<file path="config.mk">
export PLATFORM = sky130hd
export DESIGN_NAME = framebuffer_writer_flat
export DESIGN_NICKNAME = d
export VERILOG_FILES = /design/src/rtl/framebuffer_writer_pkg.sv /design/src/rtl/framebuffer_writer_if.sv /design/src/rtl/framebuffer_writer_fifo.sv /design/src/rtl/framebuffer_writer.sv /design/src/flat_wrapper.sv
export SDC_FILE = /design/constraint.sdc
export NUM_CORES = 1
export LEC_CHECK = 0
export ABC_AREA = 1
export CAP_MARGIN = 30
export CORE_ASPECT_RATIO = 0.7
export CORE_MARGIN = 1.5
export CORE_UTILIZATION = 34
export CTS_CLUSTER_DIAMETER = 40
export DETAILED_ROUTE_END_ITERATION = 7
export PLACE_DENSITY_LB_ADDON = 0.08
export SETUP_SLACK_MARGIN = 0.3
export SYNTH_ARGS = -nofsm -noshare
export SYNTH_HDL_FRONTEND = slang
export SYNTH_SLANG_ARGS = --single-unit
</file>
<file path="constraint.sdc">
create_clock -name clk -period 4.4 [get_ports clk]
set_input_delay 0.44 -clock clk [delete_from_list [all_inputs] [get_ports clk]]
set_output_delay 0.44 -clock clk [all_outputs]
set_load 0.01 [all_outputs]
</file>
<file path="src/rtl/framebuffer_writer_pkg.sv">
// Shared types and default geometry for the framebuffer write path.
// The writer takes its sizes as parameters. The constants here give the
// default 512x384 frame, 16-bit colour and 18-bit pixel BRAM address.
package framebuffer_writer_pkg;

   localparam int FRAME_WIDTH     = 512;
   localparam int FRAME_HEIGHT    = 384;
   localparam int PBRAM_ADDR_BITS = 18;
   localparam int COLOR_WIDTH     = 16;
   localparam int COORD_BITS      = 16;
   localparam int FIFO_DEPTH      = 8;

   typedef logic [COORD_BITS-1:0]      ScreenX;
   typedef logic [COORD_BITS-1:0]      ScreenY;
   typedef logic [PBRAM_ADDR_BITS-1:0] FramebufferAddr;

   // One queued pixel, packed in the same order the FIFO stores it.
   typedef struct packed {
      ScreenX      x;
      ScreenY      y;
      logic [15:0] color;
   } PixelWrite;

   // FINISH is the single cycle after the last clear write. In that cycle
   // the write enable drops and clear_done pulses.
   typedef enum logic [1:0] {
      ST_DRAIN  = 2'd0,
      ST_CLEAR  = 2'd1,
      ST_FINISH = 2'd2
   } fbw_state_e;

endpackage

</file>
<file path="src/rtl/framebuffer_writer_if.sv">
// Pixel stream handshake from the raytracing controller into the writer.
// master = pixel producer, slave = framebuffer_writer.
interface framebuffer_writer_if #(
   parameter int COORD_BITS  = framebuffer_writer_pkg::COORD_BITS,
   parameter int COLOR_WIDTH = framebuffer_writer_pkg::COLOR_WIDTH
);
   import framebuffer_writer_pkg::*;

   logic                   pix_valid_in;
   logic [COORD_BITS-1:0]  pix_x_in;
   logic [COORD_BITS-1:0]  pix_y_in;
   logic [COLOR_WIDTH-1:0] pix_color_in;
   logic                   pix_ready_out;

   modport master (
      output pix_valid_in,
      output pix_x_in,
      output pix_y_in,
      output pix_color_in,
      input  pix_ready_out
   );

   modport slave (
      input  pix_valid_in,
      input  pix_x_in,
      input  pix_y_in,
      input  pix_color_in,
      output pix_ready_out
   );

endinterface

</file>
<file path="src/rtl/framebuffer_writer_fifo.sv">
// Small synchronous FIFO for queued pixels.
// The head entry is presented combinationally whenever empty_o is low, so a
// pop and its data are used in the same cycle. Pushing while full and
// popping while empty are both ignored.
module pixel_fifo #(
   parameter int WIDTH = 48,
   parameter int DEPTH = 8
) (
   input  logic             clk,
   input  logic             rst,
   input  logic             push_i,
   input  logic [WIDTH-1:0] wdata_i,
   input  logic             pop_i,
   output logic [WIDTH-1:0] rdata_o,
   output logic             full_o,
   output logic             empty_o
);
   localparam int PW = $clog2(DEPTH);

   logic [WIDTH-1:0] mem_q [DEPTH];
   // The extra MSB on each pointer tells a full FIFO apart from an empty one.
   logic [PW:0]      wr_ptr_q;
   logic [PW:0]      rd_ptr_q;
   logic             do_push;
   logic             do_pop;

   assign empty_o = (wr_ptr_q == rd_ptr_q);
   assign full_o  = (wr_ptr_q[PW] != rd_ptr_q[PW]) &&
                    (wr_ptr_q[PW-1:0] == rd_ptr_q[PW-1:0]);
   assign do_push = push_i && !full_o;
   assign do_pop  = pop_i && !empty_o;
   assign rdata_o = mem_q[rd_ptr_q[PW-1:0]];

   // Storage write; the contents need no reset because the pointers gate visibility.
   always_ff @(posedge clk) begin
      if (do_push) begin
         mem_q[wr_ptr_q[PW-1:0]] <= wdata_i;
      end
   end

   // Pointer update; reset empties the FIFO.
   always_ff @(posedge clk) begin
      if (rst) begin
         wr_ptr_q <= '0;
         rd_ptr_q <= '0;
      end else begin
         if (do_push) wr_ptr_q <= wr_ptr_q + 1'b1;
         if (do_pop)  rd_ptr_q <= rd_ptr_q + 1'b1;
      end
   end

endmodule

</file>
<file path="src/rtl/framebuffer_writer.sv">
// Framebuffer writer: queues shaded pixels, drops off-screen ones, turns
// (x, y) into a linear BRAM address and drives pixel_bram port A. On
// request it sweeps the whole frame with a clear colour. The controller
// therefore never has to drive the BRAM itself.
module framebuffer_writer #(
   parameter int FRAME_WIDTH  = framebuffer_writer_pkg::FRAME_WIDTH,
   parameter int FRAME_HEIGHT = framebuffer_writer_pkg::FRAME_HEIGHT,
   parameter int COLOR_WIDTH  = framebuffer_writer_pkg::COLOR_WIDTH,
   parameter int COORD_BITS   = framebuffer_writer_pkg::COORD_BITS,
   parameter int ADDR_BITS    = framebuffer_writer_pkg::PBRAM_ADDR_BITS,
   parameter int FIFO_DEPTH   = framebuffer_writer_pkg::FIFO_DEPTH
) (
   input  logic                   clk,
   input  logic                   rst,
   framebuffer_writer_if.slave    pix_if,
   input  logic                   clear_req,
   input  logic [COLOR_WIDTH-1:0] clear_color,
   output logic                   clearing_out,
   output logic                   clear_done,
   output logic                   bram_we,
   output logic [ADDR_BITS-1:0]   bram_addr,
   output logic [COLOR_WIDTH-1:0] bram_din,
   output logic [31:0]            pixel_count,
   output logic [15:0]            dropped_count
);
   import framebuffer_writer_pkg::*;

   // FRAME_WIDTH is a power of two, so the row offset is a plain shift.
   localparam int                    XSHIFT    = $clog2(FRAME_WIDTH);
   localparam int                    ENTRY_W   = 2 * COORD_BITS + COLOR_WIDTH;
   localparam logic [COORD_BITS:0]   X_LIMIT   = (COORD_BITS + 1)'(FRAME_WIDTH);
   localparam logic [COORD_BITS:0]   Y_LIMIT   = (COORD_BITS + 1)'(FRAME_HEIGHT);
   localparam logic [ADDR_BITS-1:0]  LAST_ADDR = ADDR_BITS'(FRAME_WIDTH * FRAME_HEIGHT - 1);

   fbw_state_e             state_q;
   logic                   clearing_q;
   logic                   clear_done_q;
   logic                   bram_we_q;
   logic [ADDR_BITS-1:0]   bram_addr_q;
   logic [COLOR_WIDTH-1:0] bram_din_q;
   logic [ADDR_BITS-1:0]   clear_cnt_q;
   logic [COLOR_WIDTH-1:0] clear_color_q;
   logic [31:0]            pixel_count_q;
   logic [15:0]            dropped_q;

   logic                   ready;
   logic                   accept;
   logic                   in_range;
   logic                   push;
   logic                   pop;
   logic                   fifo_full;
   logic                   fifo_empty;
   logic [ENTRY_W-1:0]     wr_entry;
   logic [ENTRY_W-1:0]     rd_entry;
   logic [COORD_BITS-1:0]  rd_x;
   logic [COORD_BITS-1:0]  rd_y;
   logic [COLOR_WIDTH-1:0] rd_color;
   logic [ADDR_BITS-1:0]   pix_addr_d;

   // Ready is the only unregistered output. It must fall in the same cycle the FIFO fills.
   assign ready                = !fifo_full && !clearing_q;
   assign pix_if.pix_ready_out = ready;
   assign accept               = pix_if.pix_valid_in && ready;
   assign in_range             = ({1'b0, pix_if.pix_x_in} < X_LIMIT) &&
                                 ({1'b0, pix_if.pix_y_in} < Y_LIMIT);
   assign push                 = accept && in_range;
   assign pop                  = (state_q == ST_DRAIN) && !fifo_empty;
   assign wr_entry             = {pix_if.pix_x_in, pix_if.pix_y_in, pix_if.pix_color_in};
   assign {rd_x, rd_y, rd_color} = rd_entry;

   // Linear address of the head pixel: row shifted up past the column bits, plus column.
   always_comb begin
      pix_addr_d = (ADDR_BITS'(rd_y) << XSHIFT) + ADDR_BITS'(rd_x);
   end

   pixel_fifo #(
      .WIDTH (ENTRY_W),
      .DEPTH (FIFO_DEPTH)
   ) u_fifo (
      .clk     (clk),
      .rst     (rst),
      .push_i  (push),
      .wdata_i (wr_entry),
      .pop_i   (pop),
      .rdata_o (rd_entry),
      .full_o  (fifo_full),
      .empty_o (fifo_empty)
   );

   // Control FSM plus every registered output. DRAIN empties the FIFO before
   // a pending clear may start, so pixels already accepted always land first.
   always_ff @(posedge clk) begin
      if (rst) begin
         state_q       <= ST_DRAIN;
         clearing_q    <= 1'b0;
         clear_done_q  <= 1'b0;
         bram_we_q     <= 1'b0;
         bram_addr_q   <= '0;
         bram_din_q    <= '0;
         clear_cnt_q   <= '0;
         clear_color_q <= '0;
         pixel_count_q <= '0;
         dropped_q     <= '0;
      end else begin
         clear_done_q <= 1'b0;

         // A request that arrives while a clear is pending or running is dropped, not queued.
         if (clear_req && !clearing_q) begin
            clearing_q    <= 1'b1;
            clear_color_q <= clear_color;
         end

         if (accept && !in_range && (dropped_q != 16'hFFFF)) begin
            dropped_q <= dropped_q + 16'd1;
         end

         case (state_q)
            ST_DRAIN: begin
               if (pop) begin
                  bram_we_q     <= 1'b1;
                  bram_addr_q   <= pix_addr_d;
                  bram_din_q    <= rd_color;
                  pixel_count_q <= pixel_count_q + 32'd1;
               end else begin
                  bram_we_q <= 1'b0;
                  if (clearing_q) begin
                     state_q     <= ST_CLEAR;
                     clear_cnt_q <= '0;
                  end
               end
            end
            ST_CLEAR: begin
               bram_we_q   <= 1'b1;
               bram_addr_q <= clear_cnt_q;
               bram_din_q  <= clear_color_q;
               clear_cnt_q <= clear_cnt_q + 1'b1;
               if (clear_cnt_q == LAST_ADDR) begin
                  state_q <= ST_FINISH;
               end
            end
            ST_FINISH: begin
               bram_we_q    <= 1'b0;
               clear_done_q <= 1'b1;
               clearing_q   <= 1'b0;
               state_q      <= ST_DRAIN;
            end
            default: begin
               bram_we_q <= 1'b0;
               state_q   <= ST_DRAIN;
            end
         endcase
      end
   end

   assign clearing_out  = clearing_q;
   assign clear_done    = clear_done_q;
   assign bram_we       = bram_we_q;
   assign bram_addr     = bram_addr_q;
   assign bram_din      = bram_din_q;
   assign pixel_count   = pixel_count_q;
   assign dropped_count = dropped_q;

endmodule
</file>
<file path="src/flat_wrapper.sv">
// flat-port wrapper written by rule: the top's interface ports become plain ports
module framebuffer_writer_flat import framebuffer_writer_pkg::*;
#(
   parameter int FRAME_WIDTH  = framebuffer_writer_pkg::FRAME_WIDTH,
   parameter int FRAME_HEIGHT = framebuffer_writer_pkg::FRAME_HEIGHT,
   parameter int COLOR_WIDTH  = framebuffer_writer_pkg::COLOR_WIDTH,
   parameter int COORD_BITS   = framebuffer_writer_pkg::COORD_BITS,
   parameter int ADDR_BITS    = framebuffer_writer_pkg::PBRAM_ADDR_BITS,
   parameter int FIFO_DEPTH   = framebuffer_writer_pkg::FIFO_DEPTH
)
  (clk, rst, clear_req, clear_color, clearing_out, clear_done, bram_we, bram_addr, bram_din, pixel_count, dropped_count, pix_if_pix_valid_in, pix_if_pix_x_in, pix_if_pix_y_in, pix_if_pix_color_in, pix_if_pix_ready_out);
  framebuffer_writer_if #(.COORD_BITS(COORD_BITS), .COLOR_WIDTH(COLOR_WIDTH)) pix_if_i ();
  input  logic clk;
  input  logic rst;
  input  logic clear_req;
  input  logic [COLOR_WIDTH-1:0] clear_color;
  output logic clearing_out;
  output logic clear_done;
  output logic bram_we;
  output logic [ADDR_BITS-1:0] bram_addr;
  output logic [COLOR_WIDTH-1:0] bram_din;
  output logic [31:0] pixel_count;
  output logic [15:0] dropped_count;
  input wire logic [$bits(pix_if_i.pix_valid_in)-1:0] pix_if_pix_valid_in;
  input wire logic [$bits(pix_if_i.pix_x_in)-1:0] pix_if_pix_x_in;
  input wire logic [$bits(pix_if_i.pix_y_in)-1:0] pix_if_pix_y_in;
  input wire logic [$bits(pix_if_i.pix_color_in)-1:0] pix_if_pix_color_in;
  output wire logic [$bits(pix_if_i.pix_ready_out)-1:0] pix_if_pix_ready_out;
  assign pix_if_i.pix_valid_in = pix_if_pix_valid_in;
  assign pix_if_i.pix_x_in = pix_if_pix_x_in;
  assign pix_if_i.pix_y_in = pix_if_pix_y_in;
  assign pix_if_i.pix_color_in = pix_if_pix_color_in;
  assign pix_if_pix_ready_out = pix_if_i.pix_ready_out;
  framebuffer_writer #(.FRAME_WIDTH(FRAME_WIDTH), .FRAME_HEIGHT(FRAME_HEIGHT), .COLOR_WIDTH(COLOR_WIDTH), .COORD_BITS(COORD_BITS), .ADDR_BITS(ADDR_BITS), .FIFO_DEPTH(FIFO_DEPTH)) u_core (.clk(clk), .rst(rst), .pix_if(pix_if_i), .clear_req(clear_req), .clear_color(clear_color), .clearing_out(clearing_out), .clear_done(clear_done), .bram_we(bram_we), .bram_addr(bram_addr), .bram_din(bram_din), .pixel_count(pixel_count), .dropped_count(dropped_count));
endmodule
</file>
## Word-level counts from Yosys, hierarchy flattened

Memory sizes are Yosys's and may differ from the RTL's. A register that Yosys moved wholly into a read port is not among the register bits.
Cells that the tools add are included.

- Register bits after elaboration: 129
- Bits in writable memories: 384
- Input bits: 68
- Logic and storage cells: 72
- Memories kept: 1

Memories:

| memory | depth | width | read ports | clocked after Yosys merged registers in | write ports | RTL line | RTL |
|---|---|---|---|---|---|---|---|
| u_core.u_fifo.mem_q | 8 | 48 | 1 | 1 | 1 | framebuffer_writer_fifo.sv:20 | `logic [WIDTH-1:0] mem_q [DEPTH];` |

- Add/sub/neg operators: 6
- $lt $le $gt $ge: 2
- Eq/ne operators: 11
- Mux-type cells: 18
- Reductions and logical operators: 22

Operators by type and width:

| kind | count |
|---|---|
| case mux 18 bit (2 select lines) | 2 |
| two-way mux 18 bit | 3 |
| adder 32 x 1 -> 32 bit, second input constant | 1 |
| case mux 16 bit (2 select lines) | 1 |
| adder 18 x 1 -> 18 bit, second input constant | 1 |
| adder 18 x 16 -> 18 bit | 1 |
| equality test 18 bit, second input constant | 1 |
| adder 16 x 1 -> 16 bit, second input constant | 1 |
| less-than comparator 16 x 10 -> 1 bit, second input constant | 1 |
| less-than comparator 16 x 9 -> 1 bit, second input constant | 1 |
| two-way mux 16 bit | 1 |
| inequality test 16 bit, second input constant | 1 |
| logical AND 1 bit | 11 |
| adder 4 x 1 -> 4 bit, second input constant | 2 |
| two-way mux 2 bit | 3 |
| two-way mux 3 bit | 2 |
| AND reduction 3 bit | 2 |
| equality test 4 bit | 1 |
| zero test 1 bit | 4 |
| two-way mux 1 bit | 4 |
| inequality test 2 x 1 -> 1 bit, second input constant | 2 |
| inequality test 2 bit, second input constant | 2 |
| case mux 2 bit (2 select lines) | 1 |
| AND reduction 2 bit | 2 |
| other kinds (8) | 8 |

## Longest topological paths before layout

- Depth after elaboration: 9
- Mapped depth: 20
- Depth with buffers taken out: 17

## Hierarchy

A second synthesis with hierarchy kept.

- Cells, all modules: 2,227
- Area total of the unflattened synthesis: 21,891.0 sq um

By module, submodules not included:

| module | instances | cells an instance | area each (sq um) | sequential area each (sq um) |
|---|---|---|---|---|
| pixel_fifo | 1 | 1,285 | 15,682.5 | 11,751.3 |
| framebuffer_writer | 1 | 942 | 6,208.5 | 2,422.3 |

## Worst setup path after synthesis

Ideal clock, no wire load.

- Path type: input -> register
- From: input port pix_if_pix_x_in[15]
- To: memory u_core.u_fifo.mem_q[4][0] (enable)
- Library setup time: 0.490 ns
- Arrival: 3.999 ns
- Data required time: 3.910 ns
- Path slack: -0.090 ns
- Stages: 7
- Path buffers: 0
- Cell sequence: nor2_1 -> nand4_1 -> nor2_1 -> nand4_2 -> inv_1 -> nand2_1 -> nor3_1

- Longest elaborated chain between the ends: 6

RTL lines:

| what | RTL line | RTL |
|---|---|---|
| start, declared | flat_wrapper.sv:25 | `input wire logic [$bits(pix_if_i.pix_x_in)-1:0] pix_if_pix_x_in;` |
| less-than comparator 16 x 10 -> 1 bit | framebuffer_writer.sv:64 | `assign in_range = ({1'b0, pix_if.pix_x_in} < X_LIMIT) &&` |
| logical AND 1 bit | framebuffer_writer.sv:64 |  |
| logical AND 1 bit | framebuffer_writer.sv:66 | `assign push = accept && in_range;` |
| logical AND 1 bit | framebuffer_writer_fifo.sv:30 | `assign do_push = push_i && !full_o;` |
| two-way mux 1 bit | framebuffer_writer_fifo.sv:36 | `if (do_push) begin` |
| two-way mux 1 bit (not written as such) | framebuffer_writer_fifo.sv:37 | `mem_q[wr_ptr_q[PW-1:0]] <= wdata_i;` |
| end, declared | framebuffer_writer_fifo.sv:20 |  |

Every way passes these cells.

==> flow_summary.ini <==
[timing]
max_slew_margin = 0.380
slew_viol_final = 0
postLayoutSetupSlackWorst_ns = 1.04
timing.final.crit_period_ns = 3.36
worstMarginPinSlew_ns = 0.931
rsz0062_at_grt = no
hold_violations = 0
setup_viol = 0
timing.hold.ws_ns = 0.455
fmax_mhz = 298
finClkSkew_ns = 0.0158
post-route-period-util = 0.763

[worst_setup_path]
critPathKind = reg2reg
crit_path_start_kind = flip-flop
critical_path.slowest_cell = inv_4
cp.arrival_ns = 3.87
cp_slowest_stage_delay_ns = 0.66
cp_top_family = compound AO/OA/AOI/OAI gates
path_common_cell = nand2_1
path_buf_inv = 3
cp_max_fo = 87
cp_cell_sequence = inv_4 > o21ai_0 > o22ai_1 > nor2_1 > a31oi_1 > ha_1 > inv_1 > fa_1 > inv_1 > nand2_1 > nand3_1 > nand2_1 > nand2_1 > nand2_1 > nand2_1 > nand3_1 > a21oi_1
end_kind = flip-flop
cp.required_ns = 4.91

[global_route]
grt_max_degree = 88
grt_pass1_vias = 14500
antenna_found_initial = 1
grt_pass1_wl_microns = 88100
overflow = 0
grt.total_usage = 0.194

[status]
outcome = completed

[finish]
synthToLayoutAreaGrowth_pct = 23.1
design_area_sq_um = 24400
register_area_sq_um = 12500
drive_above_1_share = 0.0775
fillers = 5465
multiInputGateArea_sq_um = 6440
finish.utilization = 0.427
nets = 2260
diodes = 0

[clock_network]
cts_buffer_depth = 3
h-tree-depth = 3
worstSkewPairLatency_ns = 0.60
cts_resized = 0
cts_tree = yes
cts.sinks = 460
cts_made_buffers = 68
clkTransAtPathRegs_ns = 0.06
post_cts.repair.setup_buffers = 0
cts_hold_repair.buffers = 0
root_buffer = clkbuf_16

[power_and_ir_drop]
peakVddDrop_mv = 0.278
p_total_mw = 14.4
power_leakage_nw = 8.69
p_per_area_nw_per_um2 = 591

[place]
post-place-ws_ns = 0.892
placed_cell_area_sq_um = 22100
port_buffers = 153
post-dp-hpwl_microns = 35700
gp_congestion = 0.890

[synth]
synth.avg_cell_area_sq_um = 9.75
synth_edf_count = 328
syn_nets = 2116
ys_async_sr_fraction = 0
synth_area_sq_um = 19800
yosysUniqueCellTypes = 46
ys_warn_count = 0
ys_ff_latch = 460
ys_seq_area_frac = 0.630
synth_ff_type = edfxtp_1
synth_cells = 2035

[drt]
vias = 14900
vias_per_cell = 4.99
postRouteAntennaNets = 0
post_drt_wl_per_cell_microns = 19.3
drt_iter0_drc = 1064
totalWireLength_microns = 57700
firstDrtPassIters = 5
drc = 0

[hold_path]
hold_path.class = in2reg

[die]
rows = 73
die_area_sq_um = 59800
die_w_microns = 292
start_util = 0.347
die_h_microns = 205
core_sq_um = 57200
pin_count = 154

[job]
cap_violations = 0
[registers in the layout, indices dropped and copies added (netlist names), named ones only]
name	count
u_core.bram_din	16
u_core.pixel_count	32
u_core.u_fifo.rd_ptr_q	4
u_core.clear_done	1
u_core.bram_we	1
u_core.u_fifo.mem_q	328
u_core.clear_cnt_q	18
u_core.state_q	2
u_core.clearing_out	1
u_core.clear_color_q	16
u_core.dropped_count	16
u_core.bram_addr	18
u_core.u_fifo.wr_ptr_q	4
[per-stage QoR]
step	instances	setup TNS, ns
3_3_place_gp	2859	0
4_1_cts	2982	0
6_report	2982	0
3_5_place_dp	2859	0
2_1_floorplan	2035	-25.52
5_1_grt	2982	0
[final timing paths]
check | from | endpoint | slack [ns] | cells after the start
hold reg to reg | u_core.pixel_count[4] | u_core.pixel_count[4] | 0.48 | 2
setup reg to reg | flip-flop | u_core.bram_addr[17] | 1.04 | 17
hold / removal | clear_req | u_core.clearing_out | 0.45 | 3
setup / recovery | flip-flop | u_core.bram_addr[17] | 1.04 | 17
[synthesized netlist by cell type, drive strengths merged, types with 13 or more instances]
cell type / count / area [sq um]
edfxtp: 328 / 9850
nand2: 503 / 1900
a31oi: 13 / 81.3
o21ai: 144 / 724
dfxtp: 132 / 2640
clkbuf: 46 / 175
xor2: 23 / 201
a21oi: 83 / 415
nand3: 192 / 978
buf: 59 / 380
o221ai: 14 / 123
nand4: 14 / 93.8
o22ai: 16 / 100
inv: 104 / 395
nor3: 31 / 176
nor2: 273 / 1050
[worst reg2reg max path: cells and delay by family (launching register included)]
family	cells	cell delay, ns
AO/OA/AOI/OAI	4	0.84
adder cells (fa/ha/maj)	2	0.63
buffers and inverters	3	0.81
flip-flops	1	0.44
AND/OR/NAND/NOR	8	0.55
[metal layers]
metal  GRT usage  routed length [microns]
met5           0                        0
met4      0.0658                     1560
met3      0.0374                     2690
met2       0.306                    26000
met1       0.268                    27400
[power breakdown]
group | internal, mW | leakage (nW) | switching, mW | total [mW]
registers | 4.81 | 4.02 | 0.180 | 4.99
logic | 1.23 | 3.54 | 2.65 | 3.88
clock network | 3.51 | 1.12 | 2.04 | 5.55
total | 9.55 | 8.69 | 4.87 | 14.4
[final cells by class]
type / instances / area share
multi-input cells: 1365 / 0.264
inverters: 105 / 0.0165
repair buffers: 179 / 0.0736
clock inverters: 37 / 0.0170
well taps: 750 / 0.0385
flip-flops and latches: 460 / 0.512
clock buffers: 86 / 0.0785
[layout by cell type, fill, tap and decap left out, types with 14 or more instances in the layout]
cell type,instances
a21oi_1,83
buf_4,20
clkbuf_16,73
clkdlybuf4s50_1,152
dfxtp_1,130
edfxtp_1,328
inv_1,98
nand2_1,501
nand3_1,190
nor2_1,269
nor3_1,20
o21ai_0,137
o221ai_1,14
o22ai_1,16
xor2_1,23
[kinds of logic (layout without fill, tap and decap cells)]
logic type	Yosys count	after routing	synth area share
adder cells (fa/ha/maj)	13	13	0.00858
AO/OA/AOI/OAI	288	288	0.0807
AND/OR/NAND/NOR	1029	1029	0.217
XOR/XNOR	35	35	0.0155
flip-flops	460	460	0.630
buffers and inverters	210	407	0.0481
(Power assumes the default switching activity.)
